File: config.mk
export PLATFORM = sky130hd
export DESIGN_NAME = minmax_tree_pipe
export DESIGN_NICKNAME = d
export VERILOG_FILES = /design/src/rtl/minmax_pkg.sv /design/src/rtl/minmax_node.sv /design/src/rtl/minmax_tree_pipe.sv
export SDC_FILE = /design/constraint.sdc
export NUM_CORES = 1
export LEC_CHECK = 0
export ABC_AREA = 1
export BUFFER_PORTS_ARGS = -buffer_cell sky130_fd_sc_hd__buf_2
export CAP_MARGIN = 20
export CORE_AREA = 3 3 76 78
export CTS_BUF_LIST = sky130_fd_sc_hd__clkbuf_8 sky130_fd_sc_hd__clkbuf_16
export CTS_CLUSTER_DIAMETER = 60
export DETAILED_ROUTE_END_ITERATION = 10
export DIE_AREA = 0 0 79 81
export PLACE_DENSITY_LB_ADDON = 0.05
export SYNTH_ARGS = -nofsm -noshare
export SYNTH_HDL_FRONTEND = slang
export SYNTH_SLANG_ARGS = --single-unit
export TNS_END_PERCENT = 100
File: constraint.sdc
create_clock -name clk -period 1.49 [get_ports clk]
set_clock_uncertainty 0.05 [all_clocks]
set_input_delay 0.3725 -clock clk [delete_from_list [all_inputs] [get_ports clk]]
set_output_delay 0.3725 -clock clk [all_outputs]
set_load 0.01 [all_outputs]
File: src/rtl/minmax_pkg.sv
// Shared constants and the left-wins select rule for the min/max reduction tree.
package minmax_pkg;

  localparam logic MODE_MIN = 1'b0;
  localparam logic MODE_MAX = 1'b1;

  // Operands are left-aligned into MAX_W bits so the sign bit is always the top bit.
  localparam int MAX_W = 64;

  function automatic logic minmax_sel(input logic [MAX_W-1:0] a,
                                      input logic [MAX_W-1:0] b,
                                      input logic             a_pres,
                                      input logic             b_pres,
                                      input logic             mode,
                                      input logic             sgn);
    logic [MAX_W-1:0] ka;
    logic [MAX_W-1:0] kb;
    ka = a;
    kb = b;
    if (!b_pres) return 1'b1;
    if (!a_pres) return 1'b0;
    if (sgn) begin
      ka[MAX_W-1] = ~ka[MAX_W-1];
      kb[MAX_W-1] = ~kb[MAX_W-1];
    end
    if (mode == MODE_MAX) return (ka >= kb);
    return (ka <= kb);
  endfunction

endpackage

File: src/rtl/minmax_node.sv
// One registered 2:1 reduction node; the left input wins ties and carries mode/sign down.
module minmax_node
  import minmax_pkg::*;
#(
  parameter int WIDTH = 8,
  parameter int IDX_W = 2
) (
  input  logic             clk,
  input  logic             rst,
  input  logic             en,
  input  logic [WIDTH-1:0] a_val,
  input  logic [IDX_W-1:0] a_idx,
  input  logic             a_pres,
  input  logic             a_mode,
  input  logic             a_sgn,
  input  logic [WIDTH-1:0] b_val,
  input  logic [IDX_W-1:0] b_idx,
  input  logic             b_pres,
  output logic [WIDTH-1:0] val,
  output logic [IDX_W-1:0] idx,
  output logic             pres,
  output logic             mode,
  output logic             sgn
);

  logic [MAX_W-1:0] a_al;
  logic [MAX_W-1:0] b_al;
  logic             pick_a;
  logic [WIDTH-1:0] val_d;
  logic [IDX_W-1:0] idx_d;
  logic             pres_d;

  assign a_al   = MAX_W'(a_val) << (MAX_W - WIDTH);
  assign b_al   = MAX_W'(b_val) << (MAX_W - WIDTH);
  assign pick_a = minmax_sel(a_al, b_al, a_pres, b_pres, a_mode, a_sgn);

  always_comb begin
    val_d  = '0;
    idx_d  = '0;
    pres_d = 1'b0;
    if (a_pres || b_pres) begin
      pres_d = 1'b1;
      val_d  = pick_a ? a_val : b_val;
      idx_d  = pick_a ? a_idx : b_idx;
    end
  end

  always_ff @(posedge clk or posedge rst) begin
    if (rst) begin
      val  <= '0;
      idx  <= '0;
      pres <= 1'b0;
      mode <= 1'b0;
      sgn  <= 1'b0;
    end else if (en) begin
      val  <= val_d;
      idx  <= idx_d;
      pres <= pres_d;
      mode <= a_mode;
      sgn  <= a_sgn;
    end
  end

endmodule

File: src/rtl/minmax_tree_pipe.sv
// Pipelined min/max reduction over NUM_CH channels with masking, winner index and flow control.
module minmax_tree_pipe
  import minmax_pkg::*;
#(
  parameter  int WIDTH  = 8,
  parameter  int NUM_CH = 4,
  localparam int IDX_W  = $clog2(NUM_CH),
  localparam int LEVELS = $clog2(NUM_CH)
) (
  input  logic                    clk,
  input  logic                    rst,
  input  logic                    in_valid,
  output logic                    in_ready,
  input  logic [NUM_CH*WIDTH-1:0] in_data,
  input  logic [NUM_CH-1:0]       in_mask,
  input  logic                    in_mode,
  input  logic                    in_signed,
  output logic                    out_valid,
  input  logic                    out_ready,
  output logic [WIDTH-1:0]        out_data,
  output logic [IDX_W-1:0]        out_idx,
  output logic                    out_none
);

  localparam int LEAVES = 1 << LEVELS;
  localparam int NODES  = 2 * LEAVES - 1;

  // Heap numbering: node 0 is the root, node i has children 2i+1 (left) and 2i+2.
  logic [WIDTH-1:0] n_val  [NODES];
  logic [IDX_W-1:0] n_idx  [NODES];
  logic             n_pres [NODES];
  logic             n_mode [NODES];
  logic             n_sgn  [NODES];

  logic              stall;
  logic              en;
  logic [LEVELS-1:0] vld_q;
  logic [LEVELS-1:0] vld_d;

  assign stall    = vld_q[0] && !out_ready;
  assign en       = !stall;
  assign in_ready = !stall;

  for (genvar k = 0; k < LEAVES; k++) begin : g_leaf
    if (k < NUM_CH) begin : g_real
      assign n_val[LEAVES-1+k]  = in_data[k*WIDTH +: WIDTH];
      assign n_pres[LEAVES-1+k] = in_mask[k];
    end else begin : g_pad
      assign n_val[LEAVES-1+k]  = '0;
      assign n_pres[LEAVES-1+k] = 1'b0;
    end
    assign n_idx[LEAVES-1+k]  = IDX_W'(k);
    assign n_mode[LEAVES-1+k] = in_mode;
    assign n_sgn[LEAVES-1+k]  = in_signed;
  end

  for (genvar i = 0; i < LEAVES - 1; i++) begin : g_node
    minmax_node #(
      .WIDTH (WIDTH),
      .IDX_W (IDX_W)
    ) u_node (
      .clk    (clk),
      .rst    (rst),
      .en     (en),
      .a_val  (n_val[2*i+1]),
      .a_idx  (n_idx[2*i+1]),
      .a_pres (n_pres[2*i+1]),
      .a_mode (n_mode[2*i+1]),
      .a_sgn  (n_sgn[2*i+1]),
      .b_val  (n_val[2*i+2]),
      .b_idx  (n_idx[2*i+2]),
      .b_pres (n_pres[2*i+2]),
      .val    (n_val[i]),
      .idx    (n_idx[i]),
      .pres   (n_pres[i]),
      .mode   (n_mode[i]),
      .sgn    (n_sgn[i])
    );
  end

  // vld_q[LEVELS-1] tracks the deepest stage, vld_q[0] the root.
  always_comb begin
    vld_d           = '0;
    vld_d[LEVELS-1] = in_valid;
    for (int l = 0; l < LEVELS - 1; l++) begin
      vld_d[l] = vld_q[l+1];
    end
  end

  always_ff @(posedge clk or posedge rst) begin
    if (rst) begin
      vld_q <= '0;
    end else if (en) begin
      vld_q <= vld_d;
    end
  end

  assign out_valid = vld_q[0];
  assign out_data  = n_val[0];
  assign out_idx   = n_idx[0];
  assign out_none  = vld_q[0] && !n_pres[0];

endmodule

==> results of run 1 <==
[metrics by stage]
step / instance area [sq um] / util (%) / power, mW / hold WS [ns] / instances
detailed placement: 3470 / 67.5 / 2.81 / 0.392 / 542
global placement: 3470 / 67.5 / 2.77 / 0.385 / 542
CTS: 3760 / 73.2 / 3.68 / 0.130 / 557
global route: 4110 / 80.0 / 4.23 / 0.145 / 566
finish: 4110 / 80.0 / 3.93 / 0.115 / 566
floorplan: 2660 / - / 2.14 / 0.370 / 363
[area by class of cell]
type	instances	area, sq um	share of cell area [%]
tap	70	87.6	2.13
clock buffer	7	96.3	2.34
timing repair buffer	128	927	22.5
multi-input combinational	255	1820	44.4
clock inverter	1	3.75	0.0913
inverter	70	298	7.24
sequential	35	876	21.3
[metal layers]
layer / vias up / wire, um / global-route usage, % / share of wire (%)
li1: 1409 / - / - / -
met1: 1180 / 3030 / 26.0 / 45
met2: 63 / 3300 / 36.9 / 49
met3: 14 / 289 / 3.10 / 4.3
met4: 0 / 166 / 7.39 / 2.4
met5: - / 0 / 0 / 0
[state kept, by name, summed over array words and instances, names as in the netlist]
| signal | flops |
|---|---|
| g_node.u_node.sgn | 1 |
| g_node.u_node.mode | 1 |
| vld_q | 2 |
| g_node.u_node.val | 24 |
| g_node.u_node.pres | 2 |
| g_node.u_node.idx | 5 |
[final timing paths]
check / start / end / slack (ns) / cells after the start
max reg2reg: g_node[2].u_node.val[6] / g_node[0].u_node.val[0] / -0.34 / 12
min reg2reg: vld_q[1] / vld_q[0] / 0.40 / 2
min: rst / vld_q[1] / 0.11 / 3
max: g_node[2].u_node.val[6] / g_node[0].u_node.val[0] / -0.34 / 12
max in group asynchronous: rst / g_node[0].u_node.val[0] / 0.97 / 3
min in group clk: in_valid / vld_q[1] / 0.24 / 3
[critical path, delay by kind of cell, from the launching register on]
family / cells / cell delay (ns)
AND/OR/NAND/NOR: 9 / 0.81
flip-flops: 1 / 0.35
adder cells (fa/ha/maj): 1 / 0.31
buffers and inverters: 2 / 0.20
[power groups by stage]
| stage | logic, mW | clock network, mW | registers (mW) |
|---|---|---|---|
| 2_1_floorplan | 0.812 | 0 | 1.33 |
| 3_3_place_gp | 1.49 | 0 | 1.28 |
| 3_5_place_dp | 1.52 | 0 | 1.29 |
| 4_1_cts | 1.64 | 0.748 | 1.28 |
| 5_1_grt | 2.13 | 0.792 | 1.31 |
| 6_report | 1.91 | 0.732 | 1.29 |
[synthesized netlist by cell type]
library cell / count / share of area (%)
nand2_4: 2 / 0.90
nor2_1: 11 / 1.7
xnor2_1: 1 / 0.35
o21ai_0: 9 / 1.8
o21ai_1: 1 / 0.20
nand3_1: 54 / 11
ha_1: 22 / 11
nor2_2: 2 / 0.50
buf_2: 1 / 0.20
clkbuf_1: 6 / 0.90
xor2_1: 1 / 0.35
inv_1: 69 / 10
a21o_1: 2 / 0.60
inv_2: 1 / 0.15
nand3_2: 3 / 1.2
nand4_1: 5 / 1.3
o21bai_1: 1 / 0.30
nand3_4: 1 / 0.70
a21oi_2: 1 / 0.35
a21oi_1: 6 / 1.2
dfrtp_1: 35 / 35
nand3b_1: 2 / 0.60
nand4_2: 1 / 0.50
nand2_1: 126 / 19
[kinds of logic after synthesis]
logic type | Yosys count
fa+ha+maj | 22
flops | 35
compound gates | 20
xor+xnor | 2
buf+inv | 77
simple gates | 207
[timing repair]
action,4_1_cts,5_1_grt
endpoints found under the setup margin,29,29
setup buffers,3,9
cloned,4,0
resized for setup,33,74
pin swaps,33,61
==> key figures, run 1 <==
Outcome
  – Status: finished with violations
  – Violated checks: setup timing

Clocking
  – # H-tree levels: 2
  – TritonCTS Buffers: 5
  – CTS tree: built
  – Clk_lat worst skew: 0.28 ns
  – Clock slew at reported path FFs: 0.07 ns
  – CTS Buffer Depth: 2
  – # hold bufs at CTS: 0
  – Clock sinks: 35
  – Clock Root Buffer: clkbuf_8

Critical path
  – Critical path capture point type: flop
  – WP data arrival: 1.96 ns
  – Kind of critical path: flop to flop
  – Worst setup SP type: flop
  – CP most frequent cell: nand3_2
  – CP Cell Sequence: inv_1, ha_1, nand3_1, nor2_1, nand2_2, nand2_1, nand3_2, nand3_4, buf_12, nand3_2, nand3_2, nand2_2
  – Slowest stage delay, CP: 0.35 ns
  – Worst EP required: 1.62 ns
  – Worst path slowest cell: dfrtp_1
  – CP Max Fanout: 5

Floorplan
  – Row cnt: 26
  – # IOs: 55
  – Die height: 81 um
  – Die Area: 6400 sq um
  – Die Wd: 79 um
  – Initial Utilization: 48.6%
  – Core footprint: 5140 sq um

Route
  – Routed via count: 2,666
  – DRC: 0
  – Drt total wl: 6780 um
  – Routed Antenna Nets: 0
  – Wire length per cell: 12.0 um
  – 1st-pass router iterations: 4
  – Vias per cell: 4.71
  – Initial DRC count: 71

Cells and area
  – Layout cells sized above 1: 48.2%
  – Nets: 559
  – Layout Area Growth over Synthesis: 64.8%
  – Number of fill cells in the layout: 363
  – Most common cell after layout, fill and taps aside: nand2_1
  – N_diodes: 0
  – Most frequent cells in the layout: 98 x nand2_1, 73 x buf_4, 55 x inv_1

GRT
  – Largest net degree at the start of global routing: 36
  – Total gr overflow: 0
  – Initial antenna violation count: 0
  – First-pass GRT wire length: 10,700 um
  – Vias in the first global route: 2,486
  – GRT Resource Usage Total: 20.9%

Synthesis
  – Synthesized net count: 427
  – Register area share after synthesis: 35.1%
  – Adder-Cell Fraction of Synth Area: 11.0%
  – Syn. warnings: 0
  – Post-Synth XOR/XNOR Area: 0.702%
  – Simple-gate share of the synthesized area: 37.1%
  – Post-synthesis cell type count: 24
  – Cells after Synth: 363
  – Main combinational cell family by area after synthesis: simple AND/OR/NAND/NOR gates
  – Synth Area in Compound Gates: 4.46%
  – Synthesized area: 2500 sq um
  – Synth Register Bits: 35
  – Mux contribution to synthesized area: 0%
  – Mapped Avg Cell Area: 6.88 sq um

STA
  – Final Hold Viols: 0
  – Worst slew pin tran: 0.461 ns
  – RSZ-0062 raised after global routing: true
  – Final setup margin: -0.340 ns
  – Period utilization: 123%
  – Setup violations, final: 28
  – Total Neg Setup Slack: -6.18 ns
  – Max Clk Rate: 546 MHz
  – Rel. slew slack: 69.3%
  – Fin crit period: 1.83 ns
  – Final slew viol count: 0

Power
  – Switching part of the total power: 36.6%
  – Internal cell power: 2.49 mW
  – Gate power share: 48.6%
  – Clock power share: 18.6%
  – Pwr/cell area: 955 nW/um^2
  – NetSw: 1.44 mW
  – Worst vdd rail ir drop: 0.512 mV
  – Flop pwr share: 32.7%
  – Leak Pwr: 2.28 nW

Placed design
  – Input/output buffers: 54
  – DP HPWL: 4950 um
  – Pre-CTS WS: -0.582 ns
  – GP Congestion: 0.886

Job
  – Max-cap viol count: 0

Min path
  – Worst min path class: input pin to asynchronous set/reset pin
Note: power is estimated with default switching activity, not from simulation.
==> inputs of run 2 (changes only) <==
--- a/config.mk
+++ b/config.mk
@@ -8,11 +8,11 @@
 export ABC_AREA = 1
 export BUFFER_PORTS_ARGS = -buffer_cell sky130_fd_sc_hd__buf_2
 export CAP_MARGIN = 20
-export CORE_AREA = 3 3 76 78
+export CORE_AREA = 3 3 58 101
 export CTS_BUF_LIST = sky130_fd_sc_hd__clkbuf_8 sky130_fd_sc_hd__clkbuf_16
 export CTS_CLUSTER_DIAMETER = 60
 export DETAILED_ROUTE_END_ITERATION = 10
-export DIE_AREA = 0 0 79 81
+export DIE_AREA = 0 0 61 104
 export PLACE_DENSITY_LB_ADDON = 0.05
 export SYNTH_ARGS = -nofsm -noshare
 export SYNTH_HDL_FRONTEND = slang
==> run 2 against run 1 <==
Compared with the run above:
- cell count shrank 3.4%
- the run still ends with setup timing left
- first-iteration DRC count grew 41%
- via count grew 2.0%
- wire length grew 3.7%
- core utilization shrank 0.71 points
- global-route usage grew 2.1 points
- critical path depth shrank 2
- die area shrank 0.86%
- combinational power is essentially flat
- flip-flop and latch count is the same
- clock-buffer cell count is the same
- sequential power is essentially flat
==> key figures, run 2 (same netlist as run 1, synthesis figures left out) <==
Cells and area
  – Biggest regs: g_node.u_node.val x24, g_node.u_node.idx x5 (unchanged)
  – Nets: 555 (was 559)
  – Final non-filler cell total: 547 (was 566)
  – Max reg flops: 24 (unchanged)
  – Most common cell after layout, fill and taps aside: nand2_1 (unchanged)
  – Number of fill cells in the layout: 386 (was 363)
  – Most frequent cells in the layout: 101 x nand2_1, 64 x buf_4, 55 x inv_1 (was 98 x nand2_1, 73 x buf_4, 55 x inv_1)
  – Layout cells sized above 1: 49.8% (was 48.2%)
  – Layout Area Growth over Synthesis: 65.6% (was 64.8%)
  – Top reg by flops: g_node.u_node.val (unchanged)
  – N_diodes: 0 (unchanged)

GRT
  – First-pass GRT wire length: 11,400 um (was 10,700 um)
  – Total gr overflow: 0 (unchanged)
  – Largest net degree at the start of global routing: 36 (unchanged)
  – Initial antenna violation count: 0 (unchanged)
  – Vias in the first global route: 2,708 (was 2,486)
  – GRT Resource Usage Total: 22.9% (was 20.9%)

Floorplan
  – Die height: 104 um (was 81 um)
  – Row cnt: 35 (was 26)
  – Die Area: 6340 sq um (was 6400 sq um)
  – Initial Utilization: 47.9% (was 48.6%)
  – Core footprint: 5210 sq um (was 5140 sq um)
  – Die Wd: 61 um (was 79 um)
  – # IOs: 55 (unchanged)

Clocking
  – TritonCTS Buffers: 5 (unchanged)
  – CTS tree: built (unchanged)
  – # H-tree levels: 2 (unchanged)
  – # hold bufs at CTS: 0 (unchanged)
  – Clock sinks: 35 (unchanged)
  – Clock slew at reported path FFs: 0.07 ns (about the same)
  – CTS Buffer Depth: 2 (unchanged)
  – Clock Root Buffer: clkbuf_8 (unchanged)
  – Clk_lat worst skew: 0.29 ns (was 0.28 ns)

Power
  – Flop pwr share: 32.4% (was 32.7%)
  – Worst vdd rail ir drop: 0.470 mV (was 0.512 mV)
  – NetSw: 1.51 mW (was 1.44 mW)
  – Internal cell power: 2.47 mW (was 2.49 mW)
  – Pwr/cell area: 964 nW/um^2 (was 955 nW/um^2)
  – Leak Pwr: 2.27 nW (was 2.28 nW)
  – Switching part of the total power: 37.9% (was 36.6%)
  – Clock power share: 18.9% (was 18.6%)
  – Gate power share: 48.7% (was 48.6%)

Route
  – Wire length per cell: 12.9 um (was 12.0 um)
  – Routed via count: 2,719 (was 2,666)
  – Vias per cell: 4.97 (was 4.71)
  – Routed Antenna Nets: 0 (unchanged)
  – 1st-pass router iterations: 5 (was 4)
  – Drt total wl: 7030 um (was 6780 um)
  – Initial DRC count: 100 (was 71)
  – DRC: 0 (unchanged)

Critical path
  – Critical path capture point type: flop (unchanged)
  – CP Max Fanout: 6 (was 5)
  – Worst EP required: 1.62 ns (about the same)
  – FF-to-FF path depth: 10 (was 12)
  – R2R Path Start: g_node[2].u_node.val[0] (was g_node[2].u_node.val[6])
  – Setup slack, reg-to-reg: -0.36 ns (was -0.34 ns)
  – R2r endpoint: g_node[0].u_node.val[7] (was g_node[0].u_node.val[0])
  – Kind of critical path: flop to flop (unchanged)
  – WP data arrival: 1.98 ns (was 1.96 ns)
  – Worst setup SP type: flop (unchanged)

STA
  – RSZ-0062 raised after global routing: true (unchanged)
  – Hold_ws: 0.124 ns (was 0.115 ns)
  – Max Clk Rate: 540 MHz (was 546 MHz)
  – Total Neg Setup Slack: -6.87 ns (was -6.18 ns)
  – Period utilization: 124% (was 123%)
  – Final slew viol count: 0 (unchanged)
  – Final Hold Viols: 0 (unchanged)
  – Rel. slew slack: 63.0% (was 69.3%)
  – Setup violations, final: 28 (unchanged)
  – Worst slew pin tran: 0.555 ns (was 0.461 ns)
  – Fin crit period: 1.85 ns (was 1.83 ns)
  – Final setup margin: -0.361 ns (was -0.340 ns)

Placed design
  – GP Congestion: 0.921 (was 0.886)
  – DP HPWL: 5030 um (was 4950 um)
  – Placed Cells: 518 (was 542)
  – Input/output buffers: 54 (unchanged)

Job
  – Max-cap viol count: 0 (unchanged)

Outcome
  – Violated checks: setup timing (unchanged)
  – Status: finished with violations (unchanged)

Min path
  – Worst min path class: input pin to asynchronous set/reset pin (unchanged)
## run 2: cell count changes in the layout (fill, tap and decap cells not counted), sizes merged
cell / change
buf: -4
## run 2: per-layer routing
| layer | GRT usage (%) | share of wire [%] | vias up | wire length, um |
|---|---|---|---|---|
| met5 | 0 | 0 | - | 0 |
| met4 | 9.92 | 2.9 | 0 | 202 |
| met3 | 2.98 | 2.7 | 13 | 191 |
| met2 | 41.0 | 57 | 73 | 4000 |
| met1 | 25.5 | 37 | 1232 | 2630 |
| li1 | - | - | 1401 | - |
## run 2: critical path, stage by stage (launching register included)
cell and delay (ns):
dfrtp_1 0.43, ha_1 0.29, nand2_1 0.05, nor2_1 0.10
nand4_1 0.17, nand4_2 0.17, nand3_4 0.15, nand2_4 0.14
nand2_1 0.06, nand3_1 0.08, nand2_1 0.06
## run 2: through the flow
step | power [mW] | setup slack, ns | instance area, sq um | util, %
3_5_place_dp | 2.74 | -0.565 | 3380 | 64.9
2_1_floorplan | 2.14 | -0.288 | 2660 | -
5_1_grt | 4.30 | -0.432 | 4130 | 79.3
6_report | 3.99 | -0.361 | 4130 | 79.3
4_1_cts | 3.74 | -0.322 | 3840 | 73.7
3_3_place_gp | 2.70 | -0.506 | 3380 | 64.9
## run 2: worst max-delay path by stage
stage | from | to
6_report | g_node[2].u_node.val[0] | g_node[0].u_node.val[7]
3_5_place_dp | in_signed | g_node[2].u_node.val[2]
3_3_place_gp | in_signed | g_node[2].u_node.val[0]
4_1_cts | g_node[2].u_node.val[1] | g_node[0].u_node.val[0]
5_1_grt | in_data[23] | g_node[2].u_node.val[1]
2_1_floorplan | in_signed | g_node[2].u_node.val[0]
## run 2: timing repair
action                     in CTS  in global routing
pin swaps                      38                 48
setup buffers                  10                  7
gates cloned                    4                  0
gates resized for setup        60                 60
setup endpoints to repair      29                 29
## run 2: power by group through the flow
stage	combinational [mW]	sequential [mW]	clock [mW]
global route	2.17	1.32	0.813
CTS	1.70	1.28	0.760
floorplan	0.812	1.33	0
detailed placement	1.45	1.29	0
finish	1.94	1.29	0.752
global placement	1.42	1.28	0
## run 2: layout make-up
cell class	count	area, sq um	share of cell area, %
inverter	70	300	7.27
timing repair buffer	124	915	22.1
multi-input combinational	255	1870	45.3
sequential	35	877	21.2
clock inverter	1	3.75	0.0908
tap	55	68.8	1.67
clock buffer	7	96.3	2.33
